### config.mk
export PLATFORM = sky130hd
export DESIGN_NAME = fir_result_collector
export DESIGN_NICKNAME = d
export VERILOG_FILES = /design/src/rtl/fir_result_collector_pkg.sv /design/src/rtl/fir_result_stats.sv /design/src/rtl/fir_result_collector.sv
export SDC_FILE = /design/constraint.sdc
export NUM_CORES = 1
export LEC_CHECK = 0
export BUFFER_PORTS_ARGS = -buffer_cell sky130_fd_sc_hd__buf_2
export CAP_MARGIN = 20
export CORE_ASPECT_RATIO = 0.7
export CORE_MARGIN = 10
export CORE_UTILIZATION = 52
export CTS_BUF_LIST = sky130_fd_sc_hd__clkbuf_4
export DETAILED_ROUTE_END_ITERATION = 10
export PLACE_DENSITY = 0.85
export SLEW_MARGIN = 5
export SYNTH_ARGS = -nofsm -noshare
export SYNTH_HDL_FRONTEND = slang
export SYNTH_HIERARCHICAL = 1
export SYNTH_SLANG_ARGS = --single-unit
### constraint.sdc
create_clock -name axis_clk -period 3.2 [get_ports axis_clk]
set_clock_uncertainty 0.05 [all_clocks]
set_input_delay 0.32 -clock axis_clk [delete_from_list [all_inputs] [get_ports axis_clk]]
set_output_delay 0.32 -clock axis_clk [all_outputs]
set_load 0.01 [all_outputs]
### src/rtl/fir_result_collector_pkg.sv
// Shared definitions for the FIR result collector: state encoding, width defaults, write-enable constant.
package fir_result_collector_pkg;

  localparam int P_ADDR_WIDTH_DEF = 12;
  localparam int P_DATA_WIDTH_DEF = 32;

  localparam logic [3:0] WE_ALL = 4'hF;

  typedef enum logic [1:0] {
    IDLE = 2'd0,
    RUN  = 2'd1,
    DONE = 2'd2
  } state_t;

endpackage

### src/rtl/fir_result_stats.sv
// Running count, wrapping checksum and signed min/max of accepted samples; updates on the accept edge.
// Clear wins over accept so a new capture always starts from an empty set.
module fir_result_stats
  import fir_result_collector_pkg::*;
#(
  parameter int pDATA_WIDTH = P_DATA_WIDTH_DEF
) (
  input  logic                          clk,
  input  logic                          rst,
  input  logic                          clear,
  input  logic                          accept,
  input  logic signed [pDATA_WIDTH-1:0] data,
  output logic        [31:0]            cnt,
  output logic        [31:0]            checksum,
  output logic signed [pDATA_WIDTH-1:0] min_val,
  output logic signed [pDATA_WIDTH-1:0] max_val
);

  logic first;
  assign first = (cnt == 32'd0);

  always_ff @(posedge clk) begin
    if (rst || clear) begin
      cnt      <= '0;
      checksum <= '0;
      min_val  <= '0;
      max_val  <= '0;
    end else if (accept) begin
      cnt      <= cnt + 32'd1;
      checksum <= checksum + 32'(data);
      // The first sample seeds both extremes regardless of the cleared zeros.
      if (first || (data < min_val)) min_val <= data;
      if (first || (data > max_val)) max_val <= data;
    end
  end

endmodule

### src/rtl/fir_result_collector.sv
// AXI-Stream sink capturing FIR output into a result RAM; RAM write lands 1 cycle after accept.
// s_tready is high only while capturing and stall is low; 1 sample/cycle sustained.
module fir_result_collector
  import fir_result_collector_pkg::*;
#(
  parameter int pADDR_WIDTH = P_ADDR_WIDTH_DEF,
  parameter int pDATA_WIDTH = P_DATA_WIDTH_DEF,
  parameter int DEPTH       = 1024
) (
  input  logic                   axis_clk,
  input  logic                   axis_rst,
  input  logic [31:0]            cfg_len,
  input  logic                   arm,
  input  logic                   stall,
  input  logic                   s_tvalid,
  input  logic [pDATA_WIDTH-1:0] s_tdata,
  input  logic                   s_tlast,
  output logic                   s_tready,
  output logic [3:0]             ram_WE,
  output logic                   ram_EN,
  output logic [pDATA_WIDTH-1:0] ram_Di,
  output logic [pADDR_WIDTH-1:0] ram_A,
  output logic                   busy,
  output logic                   done,
  output logic [31:0]            sample_cnt,
  output logic [31:0]            checksum,
  output logic [pDATA_WIDTH-1:0] min_val,
  output logic [pDATA_WIDTH-1:0] max_val,
  output logic                   err_early_last,
  output logic                   err_missing_last,
  output logic                   wrapped
);

  localparam int IDX_W = (DEPTH > 1) ? $clog2(DEPTH) : 1;

  state_t           state, state_nxt;
  logic [31:0]      len_q;
  logic [IDX_W-1:0] wr_idx;
  logic             accept;
  logic             arm_take;
  logic             end_hit;
  logic [31:0]      cnt_nxt;

  assign accept   = s_tvalid && s_tready;
  assign arm_take = arm && (state != RUN);
  assign cnt_nxt  = sample_cnt + 32'd1;
  assign end_hit  = accept && (s_tlast || (cnt_nxt == len_q));

  always_comb begin
    state_nxt = state;
    s_tready  = 1'b0;
    busy      = 1'b0;
    done      = 1'b0;
    case (state)
      IDLE: begin
        if (arm) state_nxt = (cfg_len == 32'd0) ? DONE : RUN;
      end
      RUN: begin
        busy     = 1'b1;
        s_tready = !stall;
        if (end_hit) state_nxt = DONE;
      end
      DONE: begin
        done = 1'b1;
        if (arm) state_nxt = (cfg_len == 32'd0) ? DONE : RUN;
      end
      default: state_nxt = IDLE;
    endcase
  end

  always_ff @(posedge axis_clk) begin
    if (axis_rst) state <= IDLE;
    else          state <= state_nxt;
  end

  // Length checks use the post-increment count so the cfg_len-th sample is the one compared.
  always_ff @(posedge axis_clk) begin
    if (axis_rst) begin
      len_q            <= '0;
      wr_idx           <= '0;
      ram_EN           <= 1'b0;
      ram_WE           <= '0;
      ram_A            <= '0;
      ram_Di           <= '0;
      err_early_last   <= 1'b0;
      err_missing_last <= 1'b0;
      wrapped          <= 1'b0;
    end else begin
      ram_EN <= accept;
      ram_WE <= accept ? WE_ALL : 4'h0;
      if (accept) begin
        ram_A  <= pADDR_WIDTH'({wr_idx, 2'b00});
        ram_Di <= s_tdata;
        wr_idx <= (wr_idx == IDX_W'(DEPTH - 1)) ? '0 : wr_idx + IDX_W'(1);
        if (sample_cnt >= 32'(DEPTH))            wrapped          <= 1'b1;
        if (s_tlast && (cnt_nxt < len_q))        err_early_last   <= 1'b1;
        if (!s_tlast && (cnt_nxt == len_q))      err_missing_last <= 1'b1;
      end
      if (arm_take) begin
        len_q            <= cfg_len;
        wr_idx           <= '0;
        err_early_last   <= 1'b0;
        err_missing_last <= 1'b0;
        wrapped          <= 1'b0;
      end
    end
  end

  fir_result_stats #(
    .pDATA_WIDTH(pDATA_WIDTH)
  ) u_stats (
    .clk      (axis_clk),
    .rst      (axis_rst),
    .clear    (arm_take),
    .accept   (accept),
    .data     (s_tdata),
    .cnt      (sample_cnt),
    .checksum (checksum),
    .min_val  (min_val),
    .max_val  (max_val)
  );

endmodule
==> results.toml <==
[status]
status = "complete, no violations"

[power]
intPower_w = 0.00421
p_leak_nw = 7.09
p_comb_share_pct = 16.1
peakVddDrop_mv = 0.292
power_density_nw_per_um2 = 375
switching_share_pct = 30.4
seqPwrFrac_pct = 46.6
fin_total_pwr_w = 0.00606
p_sw_w = 0.00185
p_clk_share_pct = 37.2

[critical_path]
crit_path_end = "state[0]"
path_cells = "ha_2 -> nand3_1 -> or2_2 -> nor4_2 -> buf_4 -> nand3_1 -> xnor2_1 -> ha_1 -> nand4_1 -> nor4_2 -> and2_4 -> o21ai_0 -> a21o_1"
critPathTopFamily = "simple AND/OR/NAND/NOR gates"
cp_slowest_stage_delay_ns = 0.38
critical_path_class = "reg -> reg"
cp_max_fo = 4
cp_data_arrival_time_ns = 3.70
path_buf_inv = 1
startpoint = "u_stats/cnt[0]"
worst-r2r-setup-slack_ns = 0.04
r2r-start = "u_stats/cnt[0]"
reg2reg_to = "state[0]"
worstSetupStartpointType = "register"
crit_required_ns = 3.74
slowest_stage = "nor4_2"
crit_path_end_kind = "register"
crit_cells = 13
reg2reg_depth = 13

[clock_tree]
cts_root_buf = "clkbuf_4"
clock_path_buffers = 3
cts_made_buffers = 53
cts_max_level = 2
clkLatencyLatePin_ns = 0.73
clk_pin_slew_ns = 0.07
cts_sinks = 218
cts_tree = "done"

[logic_synthesis]
syn_area_per_cell_um2 = 7.94
async_flop_share_pct = 0
synth_cell_types = 84
synth-main-ff-cell = "dfxtp_1"
synthTopCellsByArea = "dfxtp_1 34%, ha_1 13%, nand2_1 7.4%"
syn_inst = 1638
synth-simple-area-share_pct = 23.1
synth_area_um2 = 13000
yosys_warnings = 6
ys_seq_area_share_pct = 33.5
synth_top_area_share_pct = 33.5
synthMuxAreaShare_pct = 1.62
synth_seq_cells = 218
synth-adder-area-share_pct = 12.8
synth_compound_area_share_pct = 17.7
synth_xor_xnor_area_share_pct = 4.98
synth-edff-count = 0
synth_top_family_by_area = "simple AND/OR/NAND/NOR gates"
synth_top_area_cell = "dfxtp_1"

[global_route]
grt_pass1_vias = 13100
grt_overflow = 0
track_usage_pct = 27.5
antenna_found_initial = 2
grt_max_degree = 83
grt_pass1_wl_mm = 71.5

[min_path]
min_path_type = "in -> reg"
hp-start = "s_tdata[14]"

[detailed_routing]
drtPass1Iterations = 6
via_per_inst = 5.97
drc = 0
wirelength_mm = 46.8
drtIter0Drc = 1601
vias = 14100
postRouteAntennaNets = 0
wl_per_cell_um = 19.9

[sta]
min_period_over_period_pct = 98.7
timing.fmax_mhz = 317
fin_tns_setup_ns = 0
setup_viol = 0
slew_headroom_pct = 54.6
tightest_slew_ns = 0.681
period_minus_slack_ns = 3.16
setup_ws_ns = 0.0409
slew_viol_final = 0
hold_viol = 0

[job]
maxCapViolations = 0

[finish]
area_growth_pct = 24.2
fin_cells = 2352
finish.utilization_pct = 65.6
final_nets = 2190
drive_above_1_share_pct = 21.2

[floorplanning]
ios = 253
start_util_pct = 52.8
die_h_um = 152
core_area_um2 = 24600
die_w_um = 209
die-area_um2 = 31800
rows = 48

[placement]
dp_hpwl_mm = 33.5
gp_congestion = 0.977
io_buffers = 250
dp.cells = 2191
pre_cts_ws_ns = 0.0223
-- worst register-to-register path: stages (launching register included) --
cell and delay (ns):
dfxtp_2 0.36, ha_2 0.19, nand3_1 0.09, or2_2 0.34, nor4_2 0.27, buf_4 0.16
nand3_1 0.09, xnor2_1 0.17, ha_1 0.30, nand4_1 0.16, nor4_2 0.38, and2_4 0.22
o21ai_0 0.13, a21o_1 0.20
-- cells in the mapped netlist, types with 22 or more instances --
library cell,instances
inv_1,122
nand2_1,255
xor2_1,30
a21o_1,22
ha_1,131
xnor2_1,44
nand4_1,45
nand3_1,109
nor4_1,26
o21ai_0,68
a21oi_1,152
nor2_1,92
clkbuf_1,48
o31ai_1,34
dfxtp_1,218
-- layout by cell type, fill, tap and decap left out, drive strengths merged, types with 21 or more instances in the layout --
master | netlist | layout
a21o | 22 | 22
clkbuf | 48 | 75
buf | 31 | 308
o31ai | 34 | 34
nand2 | 256 | 256
xnor2 | 44 | 44
nor2 | 92 | 92
nand3 | 110 | 110
ha | 131 | 131
o21ai | 76 | 76
xor2 | 30 | 30
nor4 | 28 | 28
inv | 123 | 124
nor3 | 24 | 24
nand4 | 45 | 45
mux2i | 21 | 21
dlygate4sd3 | 0 | 65
a21oi | 153 | 153
dfxtp | 218 | 218
-- cells by family after synthesis --
group                      Yosys count
xor gates and xnor gates            74
buffers and inverters              202
other                                1
muxes                               21
DFF                                218
and+or+nand+nor                    627
adders and majority gates          132
AOI/OAI and AO/OA                  363
-- state kept, by name, summed over array words and instances (netlist names) --
name	cells
ram_Di	32
wrapped	1
u_stats/cnt	32
state	2
len_q	32
err_early_last	1
ram_A	10
ram_WE	1
err_missing_last	1
wr_idx	10
u_stats/max_val	32
u_stats/checksum	32
u_stats/min_val	32
-- layer usage --
metal / vias to the layer above / track usage, % / share of wire [%]
met5: - / 0 / 0
met1: 6478 / 37.4 / 42
met2: 899 / 39.0 / 41
met4: 0 / 12.0 / 4.4
met3: 176 / 8.70 / 13
li1: 6497 / - / -
-- cell type report --
cell class	instances	area (µm²)
repair buffers	373	2390
inverters	123	463
flip-flops and latches	218	4370
fillers	2039	8460
multi-input cells	1219	7900
well taps	325	407
clock inverters	17	72.6
clock buffers	75	563
diodes	2	5.00
-- repair_timing --
action / in CTS / in global routing
buffers inserted: 0 / 2
hold buffers: 64 / 1
resized for setup: 0 / 10
endpoints found under the hold margin: 117 / 1
setup endpoints to repair: 0 / 3
-- power by group through the flow --
stage	Combinational, W	Clock, W	Sequential (W)
global placement	0.000834	0	0.00288
global route	0.00106	0.00245	0.00283
finish	0.000977	0.00226	0.00283
floorplan	0.000520	0	0.00289
CTS	0.000928	0.00230	0.00282
detailed placement	0.000861	0	0.00288
-- through the flow --
| step | instance area (µm²) | hold WS, ns |
|---|---|---|
| after floorplan | 13000 | 0.386 |
| after global placement | 14800 | 0.388 |
| after detailed placement | 14800 | 0.394 |
| after CTS | 16100 | 0.000307 |
| after global routing | 16200 | 0.0167 |
| final | 16200 | 0.0862 |
-- worst min-delay path by stage --
stage	to	slack, ns	depth (start not counted)
global placement	ram_Di[6]	0.39	2
finish	ram_Di[14]	0.09	4
global route	ram_Di[14]	0.02	4
CTS	u_stats/max_val[15]	0.0003	4
floorplan	len_q[10]	0.39	2
detailed placement	ram_Di[1]	0.39	2
Note: power is estimated with default switching activity, not from simulation.
